[config.mk]
export PLATFORM = sky130hd
export DESIGN_NAME = muldiv_iter
export DESIGN_NICKNAME = d
export VERILOG_FILES = /design/src/rtl/muldiv_iter_pkg.sv /design/src/rtl/muldiv_negate.sv /design/src/rtl/muldiv_iter.sv
export SDC_FILE = /design/constraint.sdc
export NUM_CORES = 1
export LEC_CHECK = 0
export CAP_MARGIN = 20
export CELL_PAD_IN_SITES_DETAIL_PLACEMENT = 0
export CELL_PAD_IN_SITES_GLOBAL_PLACEMENT = 2
export CORE_MARGIN = 1
export CORE_UTILIZATION = 36
export DETAILED_ROUTE_END_ITERATION = 7
export MAX_ROUTING_LAYER = met4
export PLACE_DENSITY = 0.89
export REMOVE_ABC_BUFFERS = 1
export SYNTH_ARGS = -nofsm -noshare
export SYNTH_HDL_FRONTEND = slang
export SYNTH_SLANG_ARGS = --single-unit
[constraint.sdc]
create_clock -name clk -period 6.2 [get_ports clk]
set_input_delay 1.55 -clock clk [delete_from_list [all_inputs] [get_ports clk]]
set_output_delay 1.55 -clock clk [all_outputs]
set_load 0.1 [all_outputs]
[src/rtl/muldiv_iter_pkg.sv]
`default_nettype none
// ============================================================================
// Module   : muldiv_iter_pkg
// Brief    : Op codes, state encodings and decode helpers for muldiv_iter.
// Revision : 1.0 - initial release
// ============================================================================
package muldiv_iter_pkg;

    localparam logic [2:0] c_OP_MUL    = 3'b000;
    localparam logic [2:0] c_OP_MULH   = 3'b001;
    localparam logic [2:0] c_OP_MULHSU = 3'b010;
    localparam logic [2:0] c_OP_MULHU  = 3'b011;
    localparam logic [2:0] c_OP_DIV    = 3'b100;
    localparam logic [2:0] c_OP_DIVU   = 3'b101;
    localparam logic [2:0] c_OP_REM    = 3'b110;
    localparam logic [2:0] c_OP_REMU   = 3'b111;

    localparam logic [1:0] c_ST_IDLE = 2'd0;
    localparam logic [1:0] c_ST_MUL  = 2'd1;
    localparam logic [1:0] c_ST_DIV  = 2'd2;
    localparam logic [1:0] c_ST_FIX  = 2'd3;

    function automatic logic is_div(input logic [2:0] op);
        return op[2];
    endfunction

    function automatic logic is_signed_a(input logic [2:0] op);
        return (op == c_OP_MULH) || (op == c_OP_MULHSU) ||
               (op == c_OP_DIV)  || (op == c_OP_REM);
    endfunction

    function automatic logic is_signed_b(input logic [2:0] op);
        return (op == c_OP_MULH) || (op == c_OP_DIV) || (op == c_OP_REM);
    endfunction

endpackage
`default_nettype wire

[src/rtl/muldiv_negate.sv]
`default_nettype none
// ============================================================================
// Module   : muldiv_negate
// Brief    : Conditional two's-complement negation of a WIDTH-bit value.
// Revision : 1.0 - initial release
// ============================================================================
module muldiv_negate #(
    parameter int WIDTH = 32
) (
    input  logic [WIDTH-1:0] i_val,
    input  logic             i_neg,
    output logic [WIDTH-1:0] o_val
);

    assign o_val = i_neg ? (~i_val + WIDTH'(1)) : i_val;

endmodule
`default_nettype wire

[src/rtl/muldiv_iter.sv]
`default_nettype none
// ============================================================================
// Module   : muldiv_iter
// Brief    : Iterative RV32M/RV64M multiply/divide unit with tag and annul.
// Revision : 1.0 - initial release
// ============================================================================
module muldiv_iter
    import muldiv_iter_pkg::*;
#(
    parameter int XLEN     = 32,
    parameter int MUL_STEP = 4,
    parameter int TAG_W    = 5
) (
    input  logic             clk,
    input  logic             rst,
    input  logic             start_i,
    input  logic [2:0]       op_i,
    input  logic [XLEN-1:0]  a_i,
    input  logic [XLEN-1:0]  b_i,
    input  logic [TAG_W-1:0] tag_i,
    input  logic             annul_i,
    output logic             ready_o,
    output logic             busy_o,
    output logic             done_o,
    output logic [XLEN-1:0]  result_o,
    output logic [TAG_W-1:0] tag_o
);

    localparam int c_MUL_CYC = XLEN / MUL_STEP;
    localparam int c_CNT_W   = $clog2(XLEN);

    logic [1:0]          r_state, w_state_nxt;
    logic [c_CNT_W-1:0]  r_cnt;
    logic [2*XLEN-1:0]   r_acc;
    logic [XLEN-1:0]     r_b;
    logic [2:0]          r_op;
    logic [TAG_W-1:0]    r_tag;
    logic                r_neg_p, r_neg_q, r_neg_r;

    logic                w_sa, w_sb, w_accept, w_b_zero, w_ovf, w_special;
    logic [XLEN-1:0]     w_abs_a, w_abs_b, w_quo, w_rem, w_result;
    logic [2*XLEN-1:0]   w_prod, w_mul_nxt, w_div_nxt;
    logic [XLEN+MUL_STEP-1:0] w_pp, w_sum;
    logic [XLEN:0]       w_part, w_diff;

    assign ready_o  = (r_state == c_ST_IDLE) & ~rst;
    assign busy_o   = (r_state != c_ST_IDLE) & ~rst;
    assign w_accept = start_i & ready_o & ~annul_i;

    assign w_sa      = is_signed_a(op_i) & a_i[XLEN-1];
    assign w_sb      = is_signed_b(op_i) & b_i[XLEN-1];
    assign w_b_zero  = (b_i == '0);
    assign w_ovf     = is_signed_a(op_i) & (a_i == {1'b1, {(XLEN-1){1'b0}}}) & (b_i == '1);
    assign w_special = is_div(op_i) & (w_b_zero | w_ovf);

    muldiv_negate #(.WIDTH(XLEN)) u_abs_a (.i_val(a_i), .i_neg(w_sa), .o_val(w_abs_a));
    muldiv_negate #(.WIDTH(XLEN)) u_abs_b (.i_val(b_i), .i_neg(w_sb), .o_val(w_abs_b));

    // Multiply: the low half of r_acc holds the remaining multiplier bits and
    // shifts out MUL_STEP bits per cycle while partial sums enter at the top.
    assign w_pp      = {{MUL_STEP{1'b0}}, r_b} * {{XLEN{1'b0}}, r_acc[MUL_STEP-1:0]};
    assign w_sum     = {{MUL_STEP{1'b0}}, r_acc[2*XLEN-1:XLEN]} + w_pp;
    assign w_mul_nxt = {w_sum, r_acc[XLEN-1:MUL_STEP]};

    // Restoring divide: r_acc = {remainder, dividend/quotient}.
    assign w_part    = r_acc[2*XLEN-1:XLEN-1];
    assign w_diff    = w_part - {1'b0, r_b};
    assign w_div_nxt = w_diff[XLEN] ? {r_acc[2*XLEN-2:0], 1'b0}
                                    : {w_diff[XLEN-1:0], r_acc[XLEN-2:0], 1'b1};

    muldiv_negate #(.WIDTH(2*XLEN)) u_fix_p (.i_val(r_acc), .i_neg(r_neg_p), .o_val(w_prod));
    muldiv_negate #(.WIDTH(XLEN)) u_fix_q (.i_val(r_acc[XLEN-1:0]), .i_neg(r_neg_q), .o_val(w_quo));
    muldiv_negate #(.WIDTH(XLEN)) u_fix_r (.i_val(r_acc[2*XLEN-1:XLEN]), .i_neg(r_neg_r), .o_val(w_rem));

    always_comb begin
        w_result = w_quo;
        if (r_op == c_OP_MUL)
            w_result = w_prod[XLEN-1:0];
        else if (!r_op[2])
            w_result = w_prod[2*XLEN-1:XLEN];
        else if (r_op[1])
            w_result = w_rem;
    end

    always_comb begin
        w_state_nxt = r_state;
        case (r_state)
            c_ST_IDLE: begin
                if (w_accept) begin
                    if (w_special)
                        w_state_nxt = c_ST_FIX;
                    else if (is_div(op_i))
                        w_state_nxt = c_ST_DIV;
                    else
                        w_state_nxt = c_ST_MUL;
                end
            end
            c_ST_MUL, c_ST_DIV: begin
                if (annul_i)
                    w_state_nxt = c_ST_IDLE;
                else if (r_cnt == '0)
                    w_state_nxt = c_ST_FIX;
            end
            c_ST_FIX: w_state_nxt = c_ST_IDLE;
            default:  w_state_nxt = c_ST_IDLE;
        endcase
    end

    always_ff @(posedge clk) begin
        if (rst)
            r_state <= c_ST_IDLE;
        else
            r_state <= w_state_nxt;
    end

    always_ff @(posedge clk) begin
        if (rst) begin
            r_cnt    <= '0;
            r_acc    <= '0;
            r_b      <= '0;
            r_op     <= c_OP_MUL;
            r_tag    <= '0;
            r_neg_p  <= 1'b0;
            r_neg_q  <= 1'b0;
            r_neg_r  <= 1'b0;
            done_o   <= 1'b0;
            result_o <= '0;
            tag_o    <= '0;
        end else begin
            done_o <= 1'b0;
            case (r_state)
                c_ST_IDLE: begin
                    if (w_accept) begin
                        r_op    <= op_i;
                        r_tag   <= tag_i;
                        r_b     <= w_abs_b;
                        r_neg_p <= w_sa ^ w_sb;
                        r_neg_q <= w_sa ^ w_sb;
                        r_neg_r <= w_sa;
                        r_cnt   <= is_div(op_i) ? c_CNT_W'(XLEN - 1) : c_CNT_W'(c_MUL_CYC - 1);
                        r_acc   <= {{XLEN{1'b0}}, w_abs_a};
                        // Special cases preload the final raw result with no fixup.
                        if (w_special) begin
                            r_neg_q <= 1'b0;
                            r_neg_r <= 1'b0;
                            r_acc   <= w_b_zero ? {a_i, {XLEN{1'b1}}} : {{XLEN{1'b0}}, a_i};
                        end
                    end
                end
                c_ST_MUL: begin
                    r_acc <= w_mul_nxt;
                    r_cnt <= r_cnt - c_CNT_W'(1);
                end
                c_ST_DIV: begin
                    r_acc <= w_div_nxt;
                    r_cnt <= r_cnt - c_CNT_W'(1);
                end
                c_ST_FIX: begin
                    if (!annul_i) begin
                        done_o   <= 1'b1;
                        result_o <= w_result;
                        tag_o    <= r_tag;
                    end
                end
                default: ;
            endcase
        end
    end

endmodule
`default_nettype wire

==> metrics <==
outcome finished clean; Cell variety after synth 82; via count 18.0k; flip-flop and latch area 3050 µm²; Worst-Margin Slew 0.993 ns; Final Cycle Share 92.2%; Clock transition at path regs 0.08 ns; count leader, synth nand2_1; gr usage total 27.0%; Worst path slowest cell dfxtp_1; hold path start result_o[2]$_SDFFE_PP0P_; final setup fails 0; die height 226 µm; top cells by count, synth 277 x nand2_1, 223 x nor2_1, 218 x inv_1; diode count 0; # resized after CTS 0; drt first pass iters 6; initial DRC count 1873; synth warn 0; NetSw 5.67 mW; Clk pwr share 11.4%; Root Buffer clkbuf_16; CTS Buf Count 17; Crit. Startpoint r_acc[3]$_SDFFE_PP0P_; Crit. End Element flip-flop; global-route wire length before repair 103000 µm; critical-path cell list buf_4 > and2_1 > fa_1 > fa_1 > inv_1 > fa_1 > inv_1 > ha_1 > and4_1 > o21ai_0 > a21oi_1 > a311o_1 > a21boi_0 > o21bai_1 > a32oi_1 > o31ai_1 > mux2i_1 > a311oi_1; vias in the first global route 17.0k; Setup CP Type reg -> reg; headroom to the max-slew limit 33.7%; initial antenna violation count 0; top_reg_cell synth dfxtp_1; Tmin final 5.72 ns; routability cong. 0.963; Tot Pwr 10.1 mW; PortBufs 115; # Post-CTS Setup Buffers 0; multi-input logic area 13600 µm²; die width 226 µm; ANT nets after route 0; vias per cell 5.74; synthesized flop and latch total 152; clock buffer depth 2; clk_lat worst skew 0.47 ns; combinational share of power 70.1%; Core Footprint 49300 µm²; Wirelength per Cell 21.4 µm; Crit Path Max Fanout 21; CTS H-tree depth 4; die area 51200 µm²; CP startpoint kind flip-flop; Int Pwr 4.41 mW; clk sinks 152; total grt overflow 0; Residual DRC 0; initial core utilization 36.7%; Seq/Total Area, Yosys 16.8%; min-delay worst type reg -> reg; VDD IR max 0.581 mV; Mapped Area 18100 µm²; fraction of layout cells with a size suffix above 1 4.39%; slowest cell delay on critical path 0.80 ns; leak pwr 8.05 nW; num rows 81; synthesized instance count 2468; pin count of the biggest net entering global routing 69; routed wire length 67200 µm; DP HPWL 52900 µm; most numerous cell on the critical path fa_1; Async SR Flop Fraction 0%; Post-synth EDFFs 0; fill count 5196; mean post-synth cell area 7.33 µm²; power density over the cells 495 nW/µm²; Yosys top cell by area dfxtp_1; Layout Skew 0.0139 ns; IO Pins 116; area growth from synthesis to layout 12.6%; Slew Limit Fails 0; Final #Nets 2725; Max Clk Rate 175 MHz; CP required 6.52 ns; CTS tree built; switching share of power 56.2%; MaxCap Viol Count 0; share of the synthesized area in the top cell type 16.8%; Synth area leaders dfxtp_1 17%, fa_1 10%, xnor2_1 6.5%; Seq pwr share 18.5%; RSZ-0062 raised after global routing false; TNS Setup 0 ns; Worst Path Arrival 6.04 ns; Hold Buf Count CTS 0; Fin. Hold Viols 0; R2R Path Start r_acc[3]$_SDFFE_PP0P_
through the flow:
step | hold slack [ns] | std cells | utilization (%) | setup slack [ns] | cell area, µm²
floorplan | 0.426 | 2290 | - | -0.713 | 17400
global placement | 0.431 | 3114 | 40.1 | 0.634 | 19800
detailed placement | 0.436 | 3114 | 40.1 | 0.546 | 19800
CTS | 0.446 | 3146 | 41.4 | 0.566 | 20400
global route | 0.471 | 3146 | 41.4 | 0.252 | 20400
finish | 0.445 | 3146 | 41.4 | 0.485 | 20400
cell families (layout without fill, tap and decap cells):
logic type | Yosys count | after routing | synth area share [%]
and+or+nand+nor | 826 | 826 | 21.5
AOI/OAI and AO/OA | 662 | 662 | 24.5
buffers and inverters | 397 | 411 | 8.37
xor gates and xnor gates | 204 | 204 | 9.87
adders and majority gates | 180 | 180 | 16.3
DFF | 152 | 152 | 16.8
muxes | 47 | 47 | 2.63
registers in the layout, summed over array words and instances (netlist names), 2 cells and up:
name      cells
tag_o         5
r_cnt         5
result_o     32
r_tag         5
r_acc        64
r_b          32
r_state       2
r_op          3
layout by cell type (no fill, tap or decap), types with 46 or more instances in the layout:
cell,n
clkdlybuf4s50_1,113
o21ai_0,141
dfxtp_1,150
nor2_1,222
nand2_1,277
xor2_1,70
and2_1,65
ha_1,88
inv_1,218
xnor2_1,134
a21oi_1,158
fa_1,92
buf_4,46
or3_1,48
critical path, delay by kind of cell (launching register included):
family                   cells  cell delay, ns
adder cells (fa/ha/maj)      4            1.91
AO/OA/AOI/OAI                8            1.67
flip-flops                   1            0.80
AND/OR/NAND/NOR              2            0.45
buffers and inverters        3            0.44
multiplexers                 1            0.27
final timing paths:
check	slack, ns	end	cells after the start
hold reg to reg	0.44	result_o[2]$_SDFFE_PP0P_	2
hold / removal	0.44	result_o[2]$_SDFFE_PP0P_	2
setup reg to reg	0.48	r_acc[60]$_SDFFE_PP0P_	18
setup / recovery	0.48	r_acc[60]$_SDFFE_PP0P_	18
layout make-up:
class,instances,area share (%)
clock inverters,14,0.872
well taps,664,4.08
clock buffers,18,2.16
repair buffers,160,7.34
inverters,219,4.03
flip-flops and latches,152,14.9
multi-input cells,1919,66.6
per-layer routing:
layer,track usage [%],routed length [µm],part of all wire (%)
met5,-,0,0
met4,5.97,1060,1.6
met3,3.12,4110,6.1
met2,43.2,30900,46
met1,36.4,31100,46
power groups by stage:
stage | Combinational, mW | Sequential, mW | Clock (mW)
detailed placement | 6.93 | 1.85 | 0
CTS | 6.96 | 1.83 | 1.16
global route | 7.72 | 1.88 | 1.20
finish | 7.07 | 1.86 | 1.15
floorplan | 4.78 | 1.66 | 0
global placement | 6.87 | 1.84 | 0
No activity file was read; power rests on OpenSTA's default activity.
